## config.mk

```make
export PLATFORM = sky130hd
export DESIGN_NAME = pwm_demod_flat
export DESIGN_NICKNAME = d
export VERILOG_FILES = /design/src/rtl/pwm_demod_pkg.sv /design/src/rtl/pwm_demod_if.sv /design/src/rtl/pwm_demod_sync_ff.sv /design/src/rtl/pwm_demod.sv /design/src/flat_wrapper.sv
export SDC_FILE = /design/constraint.sdc
export NUM_CORES = 1
export LEC_CHECK = 0
export ABC_AREA = 1
export BUFFER_PORTS_ARGS = -buffer_cell sky130_fd_sc_hd__buf_2
export CAP_MARGIN = 10
export CORE_AREA = 2 2 59 61
export CTS_BUF_LIST = sky130_fd_sc_hd__clkbuf_16
export CTS_CLUSTER_SIZE = 40
export DETAILED_ROUTE_END_ITERATION = 12
export DIE_AREA = 0 0 61 63
export GPL_TIMING_DRIVEN = 0
export PLACE_DENSITY = 0.81
export SYNTH_ARGS = -nofsm -noshare
export SYNTH_HDL_FRONTEND = slang
export SYNTH_SLANG_ARGS = --single-unit
```

## constraint.sdc

```tcl
create_clock -name clk -period 2.3 [get_ports clk]
set_input_delay 0.345 -clock clk [delete_from_list [all_inputs] [get_ports clk]]
set_output_delay 0.345 -clock clk [all_outputs]
set_load 0.02 [all_outputs]
```

## src/rtl/pwm_demod_pkg.sv

```systemverilog
// Audio-path constants shared between the music PWM generator and its receive-side demodulator.
package pwm_demod_pkg;

  localparam int unsigned INPUT_FREQUENCY = 25_000_000;
  localparam int unsigned FRAME_BITS      = 7;
  localparam int unsigned SAMPLE_RATE     = INPUT_FREQUENCY >> FRAME_BITS;

  typedef logic [0:0] state_t;

  localparam state_t HUNT   = 1'b0;
  localparam state_t LOCKED = 1'b1;

endpackage

```

## src/rtl/pwm_demod_if.sv

```systemverilog
// PWM stream in, recovered samples and status out; master drives the stream, slave demodulates.
interface pwm_demod_if #(
  parameter int unsigned FRAME_BITS = 7
) ();

  logic                  pwm_in;
  logic [FRAME_BITS-1:0] sample;
  logic                  sample_valid;
  logic                  gate;
  logic                  note_start;
  logic                  sync_err;
  logic                  locked;

  modport master (
    output pwm_in,
    input  sample, sample_valid, gate, note_start, sync_err, locked
  );

  modport slave (
    input  pwm_in,
    output sample, sample_valid, gate, note_start, sync_err, locked
  );

endinterface

```

## src/rtl/pwm_demod_sync_ff.sv

```systemverilog
// Multi-flop synchronizer for an asynchronous input, with a registered-edge rising detector.
module pwm_demod_sync_ff #(
  parameter int unsigned Stages = 2
) (
  input  logic clk,
  input  logic rst_n,
  input  logic d_i,
  output logic q_o,
  output logic rise_o
);

  logic [Stages-1:0] sync_q;
  logic              dly_q;

  always_ff @(posedge clk) begin
    if (!rst_n) begin
      sync_q <= '0;
      dly_q  <= 1'b0;
    end else begin
      sync_q <= {sync_q[Stages-2:0], d_i};
      dly_q  <= sync_q[Stages-1];
    end
  end

  assign q_o    = sync_q[Stages-1];
  assign rise_o = q_o & ~dly_q;

endmodule

```

## src/rtl/pwm_demod.sv

```systemverilog
// Recovers one sample per 128-clock PWM frame by counting high cycles after locking to frame starts.
module pwm_demod #(
  parameter int unsigned FRAME_BITS       = 7,
  parameter int unsigned SYNC_STAGES      = 2,
  parameter int unsigned LOCK_LOSS_FRAMES = 4
) (
  input logic        clk,
  input logic        rst_n,
  pwm_demod_if.slave bus
);

  import pwm_demod_pkg::*;

  localparam int unsigned EmptyW = $clog2(LOCK_LOSS_FRAMES + 1);
  localparam logic [FRAME_BITS-1:0] PosLast  = '1;
  localparam logic [EmptyW-1:0]     EmptyMax = EmptyW'(LOCK_LOSS_FRAMES);

  logic s, rise;

  pwm_demod_sync_ff #(
    .Stages (SYNC_STAGES)
  ) u_sync (
    .clk    (clk),
    .rst_n  (rst_n),
    .d_i    (bus.pwm_in),
    .q_o    (s),
    .rise_o (rise)
  );

  state_t                state_q, state_d;
  logic [FRAME_BITS-1:0] pos_q, pos_d;
  logic [FRAME_BITS:0]   high_q, high_d;
  logic [EmptyW-1:0]     empty_q, empty_d;
  logic [FRAME_BITS-1:0] sample_q, sample_d;
  logic                  valid_q, valid_d;
  logic                  gate_q, gate_d;
  logic                  note_q, note_d;
  logic                  err_q, err_d;
  logic                  locked_q, locked_d;

  logic [FRAME_BITS:0] total;
  logic [EmptyW-1:0]   empty_inc;

  // total includes the final position's bit, which has not been accumulated yet
  assign total     = high_q + (FRAME_BITS+1)'(s);
  assign empty_inc = empty_q + 1'b1;

  always_comb begin
    state_d  = state_q;
    pos_d    = pos_q;
    high_d   = high_q;
    empty_d  = empty_q;
    sample_d = sample_q;
    gate_d   = gate_q;
    locked_d = locked_q;
    valid_d  = 1'b0;
    note_d   = 1'b0;
    err_d    = 1'b0;

    if (state_q == HUNT) begin
      if (rise) begin
        pos_d    = FRAME_BITS'(1);
        high_d   = (FRAME_BITS+1)'(1);
        state_d  = LOCKED;
        locked_d = 1'b1;
      end
    end else if (rise && (pos_q != '0)) begin
      // Misaligned edge: realign on it and drop the partial frame
      err_d  = 1'b1;
      pos_d  = FRAME_BITS'(1);
      high_d = (FRAME_BITS+1)'(1);
    end else begin
      pos_d  = pos_q + 1'b1;
      high_d = (pos_q == '0) ? (FRAME_BITS+1)'(s) : total;
      if (pos_q == PosLast) begin
        if (total != '0) begin
          sample_d = FRAME_BITS'(total - 1'b1);
          valid_d  = 1'b1;
          note_d   = ~gate_q;
          gate_d   = 1'b1;
          empty_d  = '0;
        end else begin
          gate_d = 1'b0;
          if (empty_inc == EmptyMax) begin
            state_d  = HUNT;
            locked_d = 1'b0;
            empty_d  = '0;
          end else begin
            empty_d = empty_inc;
          end
        end
      end
    end
  end

  always_ff @(posedge clk) begin
    if (!rst_n) begin
      state_q  <= HUNT;
      pos_q    <= '0;
      high_q   <= '0;
      empty_q  <= '0;
      sample_q <= '0;
      valid_q  <= 1'b0;
      gate_q   <= 1'b0;
      note_q   <= 1'b0;
      err_q    <= 1'b0;
      locked_q <= 1'b0;
    end else begin
      state_q  <= state_d;
      pos_q    <= pos_d;
      high_q   <= high_d;
      empty_q  <= empty_d;
      sample_q <= sample_d;
      valid_q  <= valid_d;
      gate_q   <= gate_d;
      note_q   <= note_d;
      err_q    <= err_d;
      locked_q <= locked_d;
    end
  end

  assign bus.sample       = sample_q;
  assign bus.sample_valid = valid_q;
  assign bus.gate         = gate_q;
  assign bus.note_start   = note_q;
  assign bus.sync_err     = err_q;
  assign bus.locked       = locked_q;

endmodule

```

## src/flat_wrapper.sv

```systemverilog
// flat-port wrapper written by rule: the top's interface ports become plain ports
module pwm_demod_flat import pwm_demod_pkg::*;
#(
  parameter int unsigned FRAME_BITS       = 7,
  parameter int unsigned SYNC_STAGES      = 2,
  parameter int unsigned LOCK_LOSS_FRAMES = 4
)
  (clk, rst_n, bus_pwm_in, bus_sample, bus_sample_valid, bus_gate, bus_note_start, bus_sync_err, bus_locked);
  pwm_demod_if #(.FRAME_BITS(FRAME_BITS)) bus_i ();
  input logic clk;
  input logic rst_n;
  input wire logic [$bits(bus_i.pwm_in)-1:0] bus_pwm_in;
  output wire logic [$bits(bus_i.sample)-1:0] bus_sample;
  output wire logic [$bits(bus_i.sample_valid)-1:0] bus_sample_valid;
  output wire logic [$bits(bus_i.gate)-1:0] bus_gate;
  output wire logic [$bits(bus_i.note_start)-1:0] bus_note_start;
  output wire logic [$bits(bus_i.sync_err)-1:0] bus_sync_err;
  output wire logic [$bits(bus_i.locked)-1:0] bus_locked;
  assign bus_i.pwm_in = bus_pwm_in;
  assign bus_sample = bus_i.sample;
  assign bus_sample_valid = bus_i.sample_valid;
  assign bus_gate = bus_i.gate;
  assign bus_note_start = bus_i.note_start;
  assign bus_sync_err = bus_i.sync_err;
  assign bus_locked = bus_i.locked;
  pwm_demod #(.FRAME_BITS(FRAME_BITS), .SYNC_STAGES(SYNC_STAGES), .LOCK_LOSS_FRAMES(LOCK_LOSS_FRAMES)) u_core (.clk(clk), .rst_n(rst_n), .bus(bus_i));
endmodule
```

==> impl_metrics.tcl, run 1 <==
set metrics [dict create \
    hold_path_class "input pin to register" \
    synth.distinct_cells 27 \
    clk_path_buf_depth 2 \
    hold_depth 3 \
    numCtsBuffers 5 \
    syn_inst 259 \
    cp-start-kind "register" \
    io-pin-count 15 \
    timing.final.crit_share 0.855 \
    arrival_ps 2140 \
    yosys.area_share.simple 0.380 \
    syn_to_final_growth_pct 17.4 \
    p_total_uw 1560 \
    yosys.area_share.adder 0.0557 \
    r2r_cells 13 \
    synth_compound_area_frac 0.0913 \
    crit_required_ps 2470 \
    drc 0 \
    setup_tns_ps 0 \
    period_needed_ps 1970 \
    cts-resized-gates 0 \
    antenna_found_initial 0 \
    yosys-top-cells-area "dfxtp_1, nand2_1, nand3_1" \
    endpoint_kind "register" \
    synth_mux_area_frac 0 \
    viasPerCell 5.00 \
    dp_hpwl_um 2590 \
    drv_cap 0 \
    io_buffers 13 \
    critPathKind "register to register" \
    finalClockSkew_ps 3.56 \
    finalMaxSlewViolations 0 \
    r2r_setup_slack_ps 330 \
    finalSetupViolations 0 \
    worst_slack_ps 334 \
    grt_setup_unrepaired "false" \
    routed_wl_um 3470 \
    clock_latency_ps 280 \
    syn_area_um2 1800 \
    vias 1629 \
    seq_area_frac_synth 0.379 \
    grt_max_degree 12 \
    fmax_mhz 509 \
    dp_slack_ps 351 \
    synth.most_common_cell "nand2_1" \
    slew_headroom 0.664 \
    clock-sinks 34 \
    power_per_cell_area_nw_per_um2 738 \
    hold_end "u_core.u_sync.sync_q[0]" \
    yosys_warnings 0 \
    cts_tree "yes" \
    grt_first_pass_wirelength_um 6270 \
    r2r_end "u_core.bus.sample[6]" \
    drtAntennaViolNets 0 \
    synth_area_leader_cell "dfxtp_1" \
    syn_nets 270 \
    die_h_um 63 \
    cts_setup_buffers 0 \
    synth_top_cells_by_count "nand2_1, dfxtp_1, inv_1" \
    dieWidth_um 61 \
    fin_nets 290 \
    synth_top_area_share 0.379 \
    outcome "finished clean" \
    core-area_um2 3230 \
    hp-start "bus_pwm_in" \
    grt-ovfl-total 0 \
    synth_top_family_by_area "simple AND/OR/NAND/NOR gates" \
    fp-row-count 21 \
    synth-async-reset-ratio 0 \
    post_drt_wl_per_cell_um 10.6 \
    ir_worst_vdd_v 0.000485 \
    ys_dominant_reg_cell "dfxtp_1" \
    ys_ff_latch 34 \
    ctsHoldBuffers 0 \
    initial_core_util 0.556 \
    die-area_um2 3840 \
    track_usage 0.213 \
    antenna_cells 0 \
    grt_pass1_vias 1532 \
    p_leak_uw 0.00102 \
    avgSynthCellArea_um2 6.93 \
    cp_max_fo 4 \
    first_pass_iters 4 \
    htree_levels 2 \
    timing.rr.start "u_core.u_sync.sync_q[1]" \
    hold_violations 0 \
    synth_edf_count 0 \
    clkTransAtPathRegs_ps 50 \
    initialDrtViolationCount 92 \
    tightest_slew_ps 505 \
    layout-drive-gt1-share 0.132 \
    synth-xor-area-share 0.0146 \
    clock-root-buffer "clkbuf_16" \
    gp_congestion 0.803 \
]
-- stage by stage --
| step | instance area (um^2) | utilization | hold WS (ps) | cells |
|---|---|---|---|---|
| CTS | 2110 | 0.652 | 249 | 326 |
| finish | 2110 | 0.652 | 250 | 326 |
| floorplan | 1800 | - | 390 | 259 |
| global placement | 1920 | 0.593 | 395 | 318 |
| global route | 2110 | 0.652 | 268 | 326 |
| detailed placement | 1920 | 0.593 | 401 | 318 |
-- routing by layer --
metal,part of all wire,track usage,up-vias
li1,-,-,868
met1,0.48,0.264,737
met2,0.47,0.353,17
met3,0.030,0.0580,7
met4,0.013,0.0598,0
met5,0,0,-
-- critical path, stage by stage, from the launching register on --
cell     delay (ps)
dfxtp_1         320
ha_1            230
ha_1            300
inv_1           100
ha_1            170
inv_1            40
nor2_1          170
nand2_1          80
nor2_1          160
nand2_1          70
nand2_1          60
nand2_1          40
nand3_1          60
nand2_1          50
-- cell type report --
type,instances,area [um^2]
clock inverters,3,63.8
plain buffers,4,18.8
well taps,46,57.6
repair buffers,13,65.1
clock buffers,5,125
multi-input cells,188,972
flip-flops and latches,34,681
inverters,33,124
fillers,299,1120
-- state kept, by name, summed over array words and instances (netlist names) --
| name | cells |
|---|---|
| u_core.bus.note_start | 1 |
| u_core.u_sync.sync_q | 2 |
| u_core.bus.sample | 7 |
| u_core.state_q | 1 |
| u_core.bus.locked | 1 |
| u_core.pos_q | 7 |
| u_core.high_q | 8 |
| u_core.u_sync.dly_q | 1 |
| u_core.empty_q | 3 |
| u_core.bus.sync_err | 1 |
| u_core.bus.sample_valid | 1 |
| u_core.bus.gate | 1 |
-- worst max-delay path by stage --
stage,slack (ps),cells after the start,endpoint,from
after floorplan,500,13,u_core.bus.sample[6],u_core.high_q[0]
after global placement,350,13,u_core.bus.sample[6],u_core.u_sync.sync_q[1]
after detailed placement,350,13,u_core.bus.sample[6],u_core.u_sync.sync_q[1]
after CTS,340,13,u_core.bus.sample[6],u_core.u_sync.sync_q[1]
after global routing,140,13,u_core.bus.sample[6],u_core.u_sync.sync_q[1]
final,330,13,u_core.bus.sample[6],u_core.u_sync.sync_q[1]
-- power by group --
part	internal, uW	switching [uW]
logic	31.7	66.9
registers	597	4.77
clock network	616	239
-- cell families (layout without fill, tap and decap cells) --
logic type,after synthesis,after routing
fa+ha+maj,8,8
buf+inv,37,58
simple gates,150,150
compound gates,27,27
xor+xnor,3,3
flops,34,34
-- cells in the final DEF, fill, tap and decap left out, types with 2 or more instances in the layout --
master and instances:
nand3b_1 3, inv_1 30, buf_2 13, ha_1 8
dfxtp_1 34, nand2_2 3, inv_2 3, nand3_1 29
nand2_4 2, nand2_1 78, bufinv_16 2, xor2_1 3
a211oi_1 3, o211ai_1 3, nor3_1 2, nor2_1 25
nor2_2 4, clkbuf_16 5, a22oi_1 2, clkbuf_1 3
a21oi_1 12, o21ai_0 4
No activity file was read; power rests on OpenSTA's default activity.
==> run 2: changes to the inputs <==
--- a/config.mk
+++ b/config.mk
@@ -8,13 +8,15 @@
 export ABC_AREA = 1
 export BUFFER_PORTS_ARGS = -buffer_cell sky130_fd_sc_hd__buf_2
 export CAP_MARGIN = 10
-export CORE_AREA = 2 2 59 61
+export CELL_PAD_IN_SITES_DETAIL_PLACEMENT = 1
+export CELL_PAD_IN_SITES_GLOBAL_PLACEMENT = 1
+export CORE_AREA = 2 2 67 69
 export CTS_BUF_LIST = sky130_fd_sc_hd__clkbuf_16
 export CTS_CLUSTER_SIZE = 40
 export DETAILED_ROUTE_END_ITERATION = 12
-export DIE_AREA = 0 0 61 63
+export DIE_AREA = 0 0 69 71
 export GPL_TIMING_DRIVEN = 0
-export PLACE_DENSITY = 0.81
+export PLACE_DENSITY = 0.85
 export SYNTH_ARGS = -nofsm -noshare
 export SYNTH_HDL_FRONTEND = slang
 export SYNTH_SLANG_ARGS = --single-unit
==> constraint.sdc (replaced) <==
create_clock -name clk -period 2.4 [get_ports clk]
set_input_delay 0.36 -clock clk [delete_from_list [all_inputs] [get_ports clk]]
set_output_delay 0.36 -clock clk [all_outputs]
set_load 0.02 [all_outputs]
==> run 2 against run 1 <==
Register-to-register slack improved by 50 ps. Sequential share of layout area increased by 0.63 points. Worst hold slack improved by 16 ps. First-iteration DRC count shrank 15%. Global-route usage decreased by 1.4 points. Clock skew about the same. Clock power down 27%. Non-clock buffer count unchanged. Maximum frequency decreased by 2.6%. Clock-buffer cell count unchanged. Critical endpoint unchanged. Highest routed layer unchanged.
==> impl_metrics.tcl, run 2 (synthesis results as in run 1) <==
set metrics [dict create \
    power_per_cell_area_nw_per_um2 628 \
    clock_latency_ps 280 \
    p_total_uw 1300 \
    holdWs_ps 266 \
    gp_congestion 0.792 \
    critPathKind "register to register" \
    timing.rr.start "u_core.u_sync.sync_q[1]" \
    cp_common_cell "nand2_1" \
    clk_path_buf_depth 2 \
    cts-resized-gates 0 \
    outcome "finished clean" \
    worst_slack_ps 380 \
    core-area_um2 4200 \
    ctsHoldBuffers 0 \
    fmax_mhz 495 \
    path_buf_inv 2 \
    grt-ovfl-total 0 \
    ir_worst_vdd_v 0.000474 \
    dp_slack_ps 358 \
    arrival_ps 2190 \
    fp-row-count 24 \
    antenna_found_initial 0 \
    slowest_delay_ps 330 \
    die-area_um2 4900 \
    first_pass_iters 4 \
    period_needed_ps 2020 \
    regMostFlops "u_core.high_q" \
    crit_family "simple AND/OR/NAND/NOR gates" \
    drc 0 \
    drtAntennaViolNets 0 \
    antenna_cells 0 \
    dieWidth_um 69 \
    setup_tns_ps 0 \
    io-pin-count 15 \
    die_h_um 71 \
    finalClockSkew_ps 3.71 \
    r2r_end "u_core.bus.sample[6]" \
    mostFrequentLayoutCell "nand2_1" \
    vias 1668 \
    fillers 560 \
    initial_core_util 0.427 \
    tightest_slew_ps 518 \
    hold_depth 3 \
    clkTransAtPathRegs_ps 60 \
    r2r_setup_slack_ps 380 \
    initialDrtViolationCount 78 \
    post_drt_wl_per_cell_um 13.1 \
    dp_hpwl_um 3330 \
    final_util 0.492 \
    drv_cap 0 \
    finalSetupViolations 0 \
    io_buffers 13 \
    track_usage 0.199 \
    viasPerCell 5.02 \
    timing.final.crit_share 0.842 \
    syn_to_final_growth_pct 15.1 \
    cts_tree "yes" \
    hold_violations 0 \
    hold_end "u_core.u_sync.sync_q[0]" \
    grt_pass1_vias 1680 \
    hold_path_class "input pin to register" \
    clock-sinks 34 \
    grt_max_degree 12 \
    p_leak_uw 0.000993 \
    grt_setup_unrepaired "false" \
    largest_reg_flops 8 \
    seq_area_um2 681 \
    fin_nets 290 \
    clock-root-buffer "clkbuf_16" \
    path_cells "ha_1 > ha_1 > inv_1 > ha_1 > inv_1 > nor2_1 > nand2_1 > nor2_1 > nand2_1 > nand2_1 > nand2_1 > nand3_1 > nand2_1" \
    endpoint_kind "register" \
    crit_required_ps 2570 \
    grt_first_pass_wirelength_um 7800 \
    hp-start "bus_pwm_in" \
    cp_max_fo 4 \
    multiInputGateArea_um2 972 \
    layout-drive-gt1-share 0.132 \
    cp-start-kind "register" \
    routed_wl_um 4360 \
    numCtsBuffers 5 \
    cts_setup_buffers 0 \
    htree_levels 2 \
    crit_path_top_delay_cell "dfxtp_1" \
    r2r_cells 13 \
    mostFrequentLayoutCells "nand2_1, dfxtp_1, inv_1" \
    finalMaxSlewViolations 0 \
    slew_headroom 0.654 \
]
run 2: changes by cell type in the layout (fill, tap and decap cells not counted), sizes merged:
cell	change
bufinv	-2
clkinvlp	+1
clkinv	+1
run 2: worst max-delay path by stage:
stage / startpoint / endpoint / slack [ps] / cells after the start
3_5_place_dp: u_core.u_sync.sync_q[1] / u_core.bus.sample[6] / 360 / 13
3_3_place_gp: u_core.high_q[0] / u_core.bus.sample[6] / 440 / 13
5_1_grt: u_core.u_sync.sync_q[1] / u_core.bus.sample[6] / 70 / 13
2_1_floorplan: u_core.high_q[0] / u_core.bus.sample[6] / 600 / 13
4_1_cts: u_core.u_sync.sync_q[1] / u_core.bus.sample[6] / 340 / 13
6_report: u_core.u_sync.sync_q[1] / u_core.bus.sample[6] / 380 / 13
run 2: cell type report:
class	instances	share of cell area
Inverter	33	0.0599
Timing Repair Buffer	13	0.0315
Clock buffer	5	0.0605
Multi-Input combinational cell	188	0.470
Buffer	4	0.00908
Sequential cell	34	0.329
Tap cell	52	0.0315
Clock inverter	3	0.00787
run 2: report_power, final:
group	total, uW	switching (uW)	internal [uW]	leakage (uW)
Clock	622	244	378	0.0000672
Combinational	98.8	68.5	30.3	0.000651
Sequential	577	4.75	572	0.000275
Total	1300	317	981	0.000993
run 2: through the flow:
stage	instance area (um^2)	instances
after detailed placement	1930	324
after global routing	2070	332
after global placement	1930	324
after CTS	2070	332
after floorplan	1800	259
final	2070	332
run 2: layer usage:
layer | track usage | share of wire
met4 | 0.0850 | 0.018
met2 | 0.322 | 0.46
met5 | 0 | 0
met1 | 0.255 | 0.50
met3 | 0.0470 | 0.025
run 2: tightest hold or removal path, delay by kind of cell:
kind                   cells  cell delay, ps
AND/OR/NAND/NOR            1              40
buffers and inverters      2             120
==> run 3: changes to the inputs <==
--- a/config.mk
+++ b/config.mk
@@ -10,13 +10,13 @@
 export CAP_MARGIN = 10
 export CELL_PAD_IN_SITES_DETAIL_PLACEMENT = 1
 export CELL_PAD_IN_SITES_GLOBAL_PLACEMENT = 1
-export CORE_AREA = 2 2 67 69
+export CORE_AREA = 2 2 69 71
 export CTS_BUF_LIST = sky130_fd_sc_hd__clkbuf_16
 export CTS_CLUSTER_SIZE = 40
 export DETAILED_ROUTE_END_ITERATION = 12
-export DIE_AREA = 0 0 69 71
+export DIE_AREA = 0 0 71 73
 export GPL_TIMING_DRIVEN = 0
-export PLACE_DENSITY = 0.85
+export PLACE_DENSITY = 0.81
 export SYNTH_ARGS = -nofsm -noshare
 export SYNTH_HDL_FRONTEND = slang
 export SYNTH_SLANG_ARGS = --single-unit
==> constraint.sdc (replaced) <==
create_clock -name clk -period 1.95 [get_ports clk]
set_input_delay 0.2925 -clock clk [delete_from_list [all_inputs] [get_ports clk]]
set_output_delay 0.2925 -clock clk [all_outputs]
set_load 0.02 [all_outputs]
==> run 3 against run 2 <==
Setup slack worse by 250 ps. Register-to-register slack worse by 250 ps. Final cell count up 1.5%. Sequential power up 23%. Worst hold slack worse by 71 ps. Clock power up 17%. Routed wire length up 6.2%. Sequential share of layout area down 1.4 points. Critical path type unchanged. Critical endpoint is now u_core.bus.sample[1]. Highest routed layer unchanged.
==> impl_metrics.tcl, run 3 (synthesis results as in run 1) <==
set metrics [dict create \
    syn_to_final_growth_pct 21.3 \
    power_frac_seq 0.447 \
    critPathKind "register to register" \
    hold_violations 0 \
    seq_area_um2 686 \
    slowest_delay_ps 360 \
    routed_wl_um 4630 \
    p_comb_frac 0.094 \
    die_h_um 73 \
    cts_tree "yes" \
    crit_required_ps 2170 \
    die-area_um2 5180 \
    startpoint "u_core.u_sync.sync_q[1]" \
    numCtsBuffers 5 \
    p_leak_uw 0.00102 \
    ir_worst_vdd_v 0.000482 \
    multiInputGateArea_um2 1060 \
    dp_hpwl_um 3240 \
    outcome "finished clean" \
    initialDrtViolationCount 103 \
    io-pin-count 15 \
    hold_depth 3 \
    fillers 575 \
    clkTransAtPathRegs_ps 50 \
    mostFrequentLayoutCell "nand2_1" \
    hold_path_class "input pin to register" \
    mostFrequentLayoutCells "nand2_1, dfxtp_1, inv_1" \
    viasPerCell 5.15 \
    holdWs_ps 195 \
    tightest_slew_ps 528 \
    io_buffers 13 \
    htree_levels 2 \
    core-area_um2 4540 \
    dieWidth_um 71 \
    clk_path_buf_depth 2 \
    largest_reg_flops 8 \
    clock_latency_ps 280 \
    path_buf_inv 0 \
    finalSetupViolations 0 \
    timing.final.crit_share 0.934 \
    p_int_uw 1210 \
    first_pass_iters 4 \
    p_clk_frac 0.459 \
    dpl-instance-area_um2 1930 \
    r2r_cells 11 \
    timing.rr.start "u_core.u_sync.sync_q[1]" \
    fin_nets 294 \
    period_needed_ps 1820 \
    final_area_um2 2180 \
    hp-start "bus_pwm_in" \
    drc 0 \
    regMostFlops "u_core.high_q" \
    finalMaxSlewViolations 0 \
    cp_common_cell "nand2_1" \
    track_usage 0.194 \
    p_switching_uw 382 \
    drv_cap 0 \
    finalClockSkew_ps 2.14 \
    crit_path_top_delay_cell "dfxtp_4" \
    fmax_mhz 549 \
    power_per_cell_area_nw_per_um2 732 \
    arrival_ps 2040 \
    antenna_found_initial 0 \
    grt_max_degree 11 \
    drtAntennaViolNets 0 \
    grt_pass1_vias 1728 \
    cp-start-kind "register" \
    clock-root-buffer "clkbuf_16" \
    clock-sinks 34 \
    antenna_cells 0 \
    post_drt_wl_per_cell_um 13.7 \
    layout-drive-gt1-share 0.184 \
    initial_core_util 0.396 \
    swShare 0.240 \
    ctsHoldBuffers 0 \
    cp.depth 11 \
    fp-row-count 25 \
    endpoint_kind "register" \
    gp_congestion 0.788 \
    vias 1734 \
    grt-ovfl-total 0 \
    slew_headroom 0.648 \
    path_cells "ha_4 > ha_4 > nand2_1 > nor2_2 > nand2_1 > nand2_1 > nor2_2 > nand3_4 > nand2_8 > nand3_1 > nand2_1" \
    crit_family "simple AND/OR/NAND/NOR gates" \
    cp_max_fo 8 \
    grt_first_pass_wirelength_um 7900 \
]
## run 3: per-stage QoR
stage	worst slack, ps	TNS, ps	total power (uW)	utilization	std cells
2_1_floorplan	155	0	815	-	259
3_3_place_gp	-51.4	-51.4	843	0.425	326
3_5_place_dp	-101	-127	845	0.425	326
4_1_cts	14.3	0	1600	0.465	335
5_1_grt	-10.2	-11.3	1650	0.480	337
6_report	129	0	1590	0.480	337
## run 3: timing repair
item | in CTS | in global routing
endpoints found under the setup margin | 12 | 22
buffers inserted | 1 | 2
resized for setup | 8 | 12
pin swaps | 3 | 5
cloned | 1 | 0
hold endpoints to repair | 0 | 0
## run 3: final timing paths
check | to | slack (ps)
max reg2reg | u_core.bus.sample[1] | 130
max | u_core.bus.sample[1] | 130
min reg2reg | u_core.u_sync.sync_q[1] | 420
min | u_core.u_sync.sync_q[0] | 200
## run 3: metal layers
metal,GRT usage,wire (um),vias to the layer above
li1,-,-,885
met1,0.239,2130,829
met2,0.330,2340,13
met3,0.0345,83,7
met4,0.0881,80,0
met5,0,0,-
## run 3: area by class of cell
| cell class | instances | share of cell area |
|---|---|---|
| Inverter | 33 | 0.0569 |
| Buffer | 4 | 0.00862 |
| Tap cell | 54 | 0.0310 |
| Sequential cell | 34 | 0.315 |
| Clock buffer | 5 | 0.0575 |
| Multi-Input combinational cell | 189 | 0.487 |
| Timing Repair Buffer | 16 | 0.0402 |
| Clock inverter | 2 | 0.00345 |
## run 3: tightest hold or removal path, stage by stage
cell	delay, ps
buf_2	70
nand2_1	40
inv_1	40
## run 3: power groups by stage
| stage | Sequential (uW) | Combinational [uW] | Clock, uW |
|---|---|---|---|
| 2_1_floorplan | 725 | 90.2 | 0 |
| 3_3_place_gp | 725 | 118 | 0 |
| 3_5_place_dp | 725 | 120 | 0 |
| 4_1_cts | 711 | 136 | 753 |
| 5_1_grt | 713 | 168 | 766 |
| 6_report | 712 | 150 | 730 |
